## src/rtl/dsp_mac_pkg.sv

```systemverilog
// Shared opmode encodings for the DSP multiply-accumulate pipeline.
package dsp_mac_pkg;

  localparam int OPMODE_W = 3;

  typedef enum logic [OPMODE_W-1:0] {
    OP_MUL_ADD = 3'd0,
    OP_PRE_ADD = 3'd1,
    OP_PRE_SUB = 3'd2,
    OP_ACC_ADD = 3'd3,
    OP_ACC_SUB = 3'd4,
    OP_C_ADD   = 3'd5,
    OP_CONCAT  = 3'd6,
    OP_CLR     = 3'd7
  } opmode_e;

endpackage

```

## src/rtl/dsp_mac_mult.sv

```systemverilog
// Second pipeline stage: optional pre-adder on d/a followed by the signed multiplier.
module dsp_mac_mult
  import dsp_mac_pkg::*;
#(
  parameter int IN_DATA_W_1 = 18
) (
  input  logic                            clk,
  input  logic                            rst_n,
  input  logic                            ce,
  input  opmode_e                         opmode,
  input  logic signed [IN_DATA_W_1-1:0]   a,
  input  logic signed [IN_DATA_W_1-1:0]   b,
  input  logic signed [IN_DATA_W_1-1:0]   d,
  output logic signed [2*IN_DATA_W_1:0]   prod_q
);

  localparam int PAW = IN_DATA_W_1 + 1;
  localparam int PRW = 2 * IN_DATA_W_1 + 1;

  logic signed [PAW-1:0] a_ext, d_ext, pre_sum;
  logic signed [PRW-1:0] pre_wide, b_wide, prod_d;

  always_comb begin
    a_ext = {a[IN_DATA_W_1-1], a};
    d_ext = {d[IN_DATA_W_1-1], d};
    case (opmode)
      OP_PRE_ADD: pre_sum = d_ext + a_ext;
      OP_PRE_SUB: pre_sum = d_ext - a_ext;
      default:    pre_sum = a_ext;
    endcase
    // Both factors widened to the product width so the multiply is exact and width-matched.
    pre_wide = {{(PRW-PAW){pre_sum[PAW-1]}}, pre_sum};
    b_wide   = {{(PRW-IN_DATA_W_1){b[IN_DATA_W_1-1]}}, b};
    prod_d   = pre_wide * b_wide;
  end

  always_ff @(posedge clk or negedge rst_n) begin
    if (!rst_n) begin
      prod_q <= '0;
    end else if (ce) begin
      prod_q <= prod_d;
    end
  end

endmodule

```

## src/rtl/dsp_mac_pipe.sv

```systemverilog
// Three-stage signed MAC: input registers, pre-add/multiply, post-add into P with sticky overflow.
module dsp_mac_pipe
  import dsp_mac_pkg::*;
#(
  parameter int IN_DATA_W_1 = 18,
  parameter int IN_DATA_W_2 = 48,
  parameter int OUT_DATA_W  = 48
) (
  input  logic                          clk,
  input  logic                          rst_n,
  input  logic                          ce,
  input  logic                          in_valid,
  input  logic [OPMODE_W-1:0]           opmode,
  input  logic signed [IN_DATA_W_1-1:0] a,
  input  logic signed [IN_DATA_W_1-1:0] b,
  input  logic signed [IN_DATA_W_1-1:0] d,
  input  logic signed [IN_DATA_W_2-1:0] c,
  input  logic                          carryin,
  output logic signed [OUT_DATA_W-1:0]  P,
  output logic                          out_valid,
  output logic                          ovf
);

  localparam int W1  = IN_DATA_W_1;
  localparam int PRW = 2 * W1 + 1;
  localparam int EW  = OUT_DATA_W + 2;

  if (OUT_DATA_W < PRW || OUT_DATA_W < IN_DATA_W_2) begin : g_width_chk
    $error("dsp_mac_pipe: OUT_DATA_W too narrow for product or addend");
  end

  logic                   vld1_q, vld1_d;
  opmode_e                op1_q, op1_d;
  logic signed [W1-1:0]   a1_q, a1_d, b1_q, b1_d, d1_q, d1_d;
  logic signed [IN_DATA_W_2-1:0] c1_q, c1_d;
  logic                   cin1_q, cin1_d;

  logic                   vld2_q, vld2_d;
  opmode_e                op2_q, op2_d;
  logic signed [IN_DATA_W_2-1:0] c2_q, c2_d;
  logic                   cin2_q, cin2_d;
  logic [2*W1-1:0]        cat2_q, cat2_d;
  logic signed [PRW-1:0]  prod2_q;

  logic signed [OUT_DATA_W-1:0] p_q, p_d;
  logic                   ovf_q, ovf_d;
  logic                   out_valid_q, out_valid_d;

  logic signed [EW-1:0]   x_op, y_op, ci_op, sum;
  logic                   ovf_now;

  always_comb begin
    vld1_d = in_valid;
    op1_d  = opmode_e'(opmode);
    a1_d   = a;
    b1_d   = b;
    d1_d   = d;
    c1_d   = c;
    cin1_d = carryin;

    vld2_d = vld1_q;
    op2_d  = op1_q;
    c2_d   = c1_q;
    cin2_d = cin1_q;
    cat2_d = {a1_q, b1_q};
  end

  dsp_mac_mult #(.IN_DATA_W_1(W1)) u_mult (
    .clk    (clk),
    .rst_n  (rst_n),
    .ce     (ce),
    .opmode (op1_q),
    .a      (a1_q),
    .b      (b1_q),
    .d      (d1_q),
    .prod_q (prod2_q)
  );

  // Post-add is done two bits wider than P so overflow falls out of the spare sign bits.
  always_comb begin
    x_op  = '0;
    y_op  = '0;
    ci_op = {{(EW-1){1'b0}}, cin2_q};
    case (op2_q)
      OP_MUL_ADD, OP_PRE_ADD: begin
        x_op = {{(EW-PRW){prod2_q[PRW-1]}}, prod2_q};
        y_op = {{(EW-IN_DATA_W_2){c2_q[IN_DATA_W_2-1]}}, c2_q};
      end
      OP_PRE_SUB: x_op = {{(EW-PRW){prod2_q[PRW-1]}}, prod2_q};
      OP_ACC_ADD: begin
        x_op = {{2{p_q[OUT_DATA_W-1]}}, p_q};
        y_op = {{(EW-PRW){prod2_q[PRW-1]}}, prod2_q};
      end
      OP_ACC_SUB: begin
        x_op  = {{2{p_q[OUT_DATA_W-1]}}, p_q};
        y_op  = -{{(EW-PRW){prod2_q[PRW-1]}}, prod2_q};
        ci_op = -{{(EW-1){1'b0}}, cin2_q};
      end
      OP_C_ADD: x_op = {{(EW-IN_DATA_W_2){c2_q[IN_DATA_W_2-1]}}, c2_q};
      OP_CONCAT: begin
        x_op  = {{(EW-2*W1){1'b0}}, cat2_q};
        y_op  = {{(EW-IN_DATA_W_2){c2_q[IN_DATA_W_2-1]}}, c2_q};
        ci_op = '0;
      end
      default: ci_op = '0;
    endcase
    sum     = x_op + y_op + ci_op;
    ovf_now = (sum[EW-1:OUT_DATA_W-1] != '0) && (sum[EW-1:OUT_DATA_W-1] != '1);

    p_d         = p_q;
    ovf_d       = ovf_q;
    out_valid_d = 1'b0;
    if (vld2_q) begin
      out_valid_d = 1'b1;
      if (op2_q == OP_CLR) begin
        p_d   = '0;
        ovf_d = 1'b0;
      end else begin
        p_d   = sum[OUT_DATA_W-1:0];
        ovf_d = ovf_q | ovf_now;
      end
    end
  end

  always_ff @(posedge clk or negedge rst_n) begin
    if (!rst_n) begin
      vld1_q      <= 1'b0;
      op1_q       <= OP_MUL_ADD;
      a1_q        <= '0;
      b1_q        <= '0;
      d1_q        <= '0;
      c1_q        <= '0;
      cin1_q      <= 1'b0;
      vld2_q      <= 1'b0;
      op2_q       <= OP_MUL_ADD;
      c2_q        <= '0;
      cin2_q      <= 1'b0;
      cat2_q      <= '0;
      p_q         <= '0;
      ovf_q       <= 1'b0;
      out_valid_q <= 1'b0;
    end else if (ce) begin
      vld1_q      <= vld1_d;
      op1_q       <= op1_d;
      a1_q        <= a1_d;
      b1_q        <= b1_d;
      d1_q        <= d1_d;
      c1_q        <= c1_d;
      cin1_q      <= cin1_d;
      vld2_q      <= vld2_d;
      op2_q       <= op2_d;
      c2_q        <= c2_d;
      cin2_q      <= cin2_d;
      cat2_q      <= cat2_d;
      p_q         <= p_d;
      ovf_q       <= ovf_d;
      out_valid_q <= out_valid_d;
    end
  end

  assign P         = p_q;
  assign out_valid = out_valid_q;
  assign ovf       = ovf_q;

endmodule

```

## config.mk

```make
export PLATFORM = sky130hd
export DESIGN_NAME = dsp_mac_pipe
export DESIGN_NICKNAME = d
export VERILOG_FILES = /design/src/rtl/dsp_mac_pkg.sv /design/src/rtl/dsp_mac_mult.sv /design/src/rtl/dsp_mac_pipe.sv
export SDC_FILE = /design/constraint.sdc
export NUM_CORES = 2
export LEC_CHECK = 0
export ABC_AREA = 1
export CAP_MARGIN = 10
export CORE_MARGIN = 8
export CORE_UTILIZATION = 35
export CTS_CLUSTER_SIZE = 8
export DETAILED_ROUTE_END_ITERATION = 16
export GPL_TIMING_DRIVEN = 0
export HOLD_SLACK_MARGIN = 0.08
export SLEW_MARGIN = 15
export SYNTH_ARGS = -nofsm -noshare
export SYNTH_HDL_FRONTEND = slang
export SYNTH_SLANG_ARGS = --single-unit
export TNS_END_PERCENT = 50
```

## constraint.sdc

```tcl
create_clock -name clk -period 11.6 [get_ports clk]
set_input_delay 1.74 -clock clk [delete_from_list [all_inputs] [get_ports clk]]
set_output_delay 1.74 -clock clk [all_outputs]
set_load 0.01 [all_outputs]
```

======== After elaboration in Yosys (flattened, before gate mapping) ========
Index checks and enable logic that the tools add are counted.
storage, ports and cells
  bits of input ports ..................... 110
  register bits after elaboration ......... 283
  output and inout port bits .............. 50
  word-level logic and storage cells ...... 49
operators by class
  muxes and demuxes ....................... 7
  bitwise gates (word level) .............. 1
  reduce and logical (&&, ||, !) cells .... 8
  add/subtract/negate cells ............... 6
  multipliers ............................. 1
  equal/unequal tests ..................... 10
operators by type and width
  operator                                       count
  one-hot mux 50 bit (4 select lines)            1
  one-hot mux 50 bit (3 select lines)            1
  adder 50 bit                                   2
  one-hot mux 50 bit (2 select lines)            1
  negator 1 -> 50 bit                            1
  negator 50 bit                                 1
  2-to-1 mux 48 bit                              1
  one-hot mux 19 bit (2 select lines)            1
  multiplier 19 x 18 -> 37 bit                   1
  adder 18 x 18 -> 19 bit                        1
  subtractor 18 x 18 -> 19 bit                   1
  == test 3 bit, second input constant           4
  == test 3 x 2 -> 1 bit, second input constant  3
  == test 3 x 1 -> 1 bit, second input constant  2
  OR reduction 3 bit                             2
  OR reduction 5 bit                             1
  zero test 3 bit                                1
  != test 3 bit, second input constant           1
  nonzero test 3 bit                             1
  2-to-1 mux 1 bit                               2
  AND reduction 2 bit                            1
  OR reduction 2 bit                             1
  logical AND 1 bit                              1
  bitwise OR 1 bit                               1

======== Depth between registers and ports, before layout ========
  depth in word-level cells ............... 9
  depth in mapped cells ................... 52
  mapped depth without buffers ............ 51

======== Hierarchy ========
From an unflattened synthesis, not the netlist that was laid out.
unflattened totals
  cell total of the unflattened synthesis .. 4294
  area total of the unflattened synthesis .. 32975.4 um^2
by module, submodules not included
  module        area each (um^2)  cells each  times used  seq. area each (um^2)
  dsp_mac_mult  16590.9           2158        1           925.9
  dsp_mac_pipe  16384.5           2136        1           6155.9

======== Worst setup path before layout ========
No wires, ideal clock.
  kind .................................... flip-flop to flip-flop
  start point ............................. reg a1_q[2]
  end point ............................... reg u_mult.prod_q[36]
  required time ........................... 11467 ps
  period minus slack after synthesis ...... 7999 ps
  path buffers ............................ 1
  library setup time ...................... 133 ps
  arrival time ............................ 7867 ps
  setup slack ............................. 3601 ps
  cell stages (with the launch flop) ...... 47
  cell sequence ........................... dfrtp_1 -> inv_1 -> nand3_1 -> nor3_1 -> nand2_1 -> nor3_2 -> nand2_1 -> nor3_2 -> a31oi_1 -> xor2_1 -> inv_1 -> ha_1 -> nand2_1 -> nor2_1 -> inv_1 -> nor2_1 -> nand3_1 -> nor2_1 -> [11 not listed] -> fa_1 -> inv_1 -> fa_1 -> inv_1 -> fa_1 -> fa_1 -> inv_1 -> fa_1 -> inv_1 -> ha_1 -> nand2_1 -> o21ai_0 -> a21oi_1 -> o21ai_0 -> a21oi_1 -> or2_2 -> nand3_1 -> o21ai_0
between the ends
  word-level cells in the longest chain between the ends .. 3
  elaborated cells between the ends (all ways) .. 4
  classes of those cells .................. add/sub: 2; mul: 1; mux: 1
ends and longest elaborated chain
  what                                                                     line                                    text
  from (decl)                                                              dsp_mac_pipe.sv:34                      logic signed [W1-1:0] a1_q, a1_d, b1_q, b1_d, d1_q, d1_d;
  from (signal assigned)                                                   dsp_mac_pipe.sv:129                     a1_q <= '0;
  from (signal assigned)                                                   dsp_mac_pipe.sv:145                     a1_q <= a1_d;
  subtractor 18 x 18 -> 19 bit or adder 18 x 18 -> 19 bit (tied branches)  dsp_mac_mult.sv:28, dsp_mac_mult.sv:27
  one-hot mux 19 bit (2 select lines) (*)                                  dsp_mac_mult.sv:26                      case (opmode)
  multiplier 19 x 18 -> 37 bit (*)                                         dsp_mac_mult.sv:34                      prod_d = pre_wide * b_wide;
  to (signal assigned)                                                     dsp_mac_mult.sv:41                      prod_q <= prod_d;
  to (decl)                                                                dsp_mac_mult.sv:14                      output logic signed [2*IN_DATA_W_1:0] prod_q
Mark *: on every way between the ends. The rest lies on a longest branch, timed or not.
A chain may end at the register's enable or synchronous reset.

======== Worst setup path in the final report ========
  start point ............................. reg a1_q[0]
  end point ............................... reg u_mult.prod_q[36]
Same word-level chain as after synthesis.

==> results.json <==
{
  "status": "finished with violations",
  "violations": "design-rule violations",
  "synth_nets": 4977,
  "dieArea_mm2": 0.102,
  "first_pass_iters": 12,
  "cts-hold-fix-buffers": 0,
  "critical_path_class": "reg2reg",
  "dpl.cell_count": 5662,
  "finalNetCount": 5186,
  "endpoint_kind": "register",
  "holdWs_ns": 0.469,
  "max_stage_delay_ns": 0.71,
  "crit_fanout": 10,
  "wl_per_cell_um": 20.8,
  "wirelength_um": 119000,
  "routabilityCongestion": 0.959,
  "cp_common_cell": "inv_1",
  "worstSetupStartpointType": "register",
  "synth_largest_area_cell": "fa_1",
  "fin_worst_skew_ns": 0.0482,
  "instances_no_fill": 5721,
  "path_delay_family": "adder cells",
  "ys.flop_type": "dfrtp_1",
  "viasPerCell": 5.11,
  "post_cts_buffers": 0,
  "hold_class": "reg2reg",
  "vias": 29200,
  "cp.arrival_ns": 10.03,
  "yosysWarnings": 0,
  "mostFrequentLayoutCells": "nand2_1, inv_1, fa_1",
  "grt_pass1_wl_um": 181000,
  "clkLatencyLatePin_ns": 0.61,
  "grt-ovfl-total": 0,
  "fp-row-count": 111,
  "cts_buffer_depth": 3,
  "critPathBufInv": 9,
  "cts_tree": "built",
  "cp_slowest_cell": "fa_1",
  "synth_seq_cells": 283,
  "drv_slew": 0,
  "first_iter_violations": 2583,
  "worstMarginPinSlew_ns": 1.12,
  "io_buffers": 159,
  "ys_top_cells_by_area": "fa_1, dfrtp_1, nand2_1, inv_1, ha_1",
  "clkTransAtPathRegs_ns": 0.05,
  "coreArea_mm2": 0.0917,
  "max_freq_mhz": 104,
  "synth_cell_type_count": 64,
  "die_h_um": 320,
  "cts_resized": 0,
  "drt_drc_violations_left": 2,
  "root_buffer": "clkbuf_16",
  "grt_start_max_net_pins": 89,
  "mostFrequentLayoutCell": "nand2_1",
  "relSlewSlack_pct": 25.3,
  "maxCapViolCount": 0,
  "antenna_found_initial": 3,
  "postSynthCellCount": 4312,
  "finalCritPeriodShare_pct": 82.9,
  "start_util_pct": 35.3,
  "ant_nets": 0,
  "layout-drive-gt1-share_pct": 3.88,
  "grt.total_usage_pct": 23.0,
  "r2r_slack_ns": 1.98,
  "synth_enable_flop_cells": 0,
  "netlist.area_leader.share_pct": 24.1,
  "io_pins": 160,
  "dp_hpwl_um": 99900,
  "seq_area_frac_synth_pct": 21.9,
  "cts_num_sinks": 283,
  "grt_setup_unrepaired": "false",
  "htree_num_levels": 2,
  "syn_avg_cell_area_um2": 7.51,
  "syn_to_final_growth_pct": 13.8,
  "setup_viol": 0,
  "cp.required_ns": 12.01,
  "die_x_um": 320,
  "hold_viol_final": 0,
  "grt_pass1_vias": 29700,
  "netlist_area_mm2": 0.0324,
  "numCtsBuffers": 43,
  "synthArstFlopShare_pct": 100,
  "period_minus_slack_ns": 9.62
}
[cell usage after synthesis, types with 20 or more instances]
library cell,count
nand2_1,1070
inv_1,905
fa_1,389
nor2_1,368
dfrtp_1,283
o21ai_0,277
ha_1,166
a21oi_1,146
nand3_1,131
clkbuf_1,105
a221oi_1,53
o22ai_1,46
xor2_1,41
nand4_1,31
xnor2_1,25
nand2_2,22
o221ai_1,20
[worst paths after layout]
check	from	end	depth (start not counted)
worst max-delay path	a1_q[0]	u_mult.prod_q[36]	46
worst min-delay path	c1_q[20]	c1_q[20]	2
worst max register to register	a1_q[0]	u_mult.prod_q[36]	46
worst min register to register	c1_q[20]	c1_q[20]	2
max in group asynchronous	rst_n	c1_q[38]	4
min in group asynchronous	rst_n	vld2_q	1
[per-stage QoR]
stage	setup WS (ns)	utilization [%]	setup TNS, ns	cell area [um^2]
floorplan	3.60	-	0	32400
global placement	-4.15	38.7	-1160.76	35500
detailed placement	2.07	38.8	0	35600
CTS	2.01	40.2	0	36800
global route	1.24	40.2	0	36800
finish	1.98	40.2	0	36800
[cells by family (layout without fill, tap and decap cells)]
kind of cell             Yosys count  in the layout  synth area share [%]
AO/OA/AOI/OAI                    635            635                  11.5
XOR/XNOR                          66             66                  1.79
adder cells (fa/ha/maj)          555            555                  30.5
buffers and inverters           1069           1291                  12.6
flip-flops                       283            283                  21.9
other                              0              1                     0
AND/OR/NAND/NOR                 1704           1704                  21.7
[sequential cells by signal, indices dropped and copies added (netlist names)]
register       flops
cat2_q            36
op2_q              3
d1_q              18
vld1_q             1
c1_q              48
ovf                1
a1_q              18
out_valid          1
b1_q              18
c2_q              48
cin2_q             1
u_mult.prod_q     37
P                 48
vld2_q             1
op1_q              3
cin1_q             1
[cell type report]
type | instances | area (um^2)
fill | 9649 | 54800
multi-input combinational | 2960 | 21200
sequential | 283 | 7080
inverter | 928 | 3490
timing repair buffer | 164 | 1720
tap | 1186 | 1480
clock buffer | 52 | 1130
buffer | 141 | 597
clock inverter | 6 | 110
antenna | 1 | 2.50
[metal layers]
metal  share of wire [%]  wire length [um]  track usage, %  vias to the layer above
met3                 6.0              7180            3.13                      236
li1                    -                 -               -                    13700
met4                 4.8              5710            9.46                        0
met2                  46             54700            38.0                     1007
met5                   0                 0               0                        -
met1                  43             51400            30.4                    14300
[worst min-delay path: cells and delay by family (launching register included)]
kind / cells / cell delay [ns]
AND/OR/NAND/NOR: 2 / 0.09
flip-flops: 1 / 0.34
Power is not shown: default switching activity piles up to over one toggle a cycle in this logic, so the estimate is an artifact.
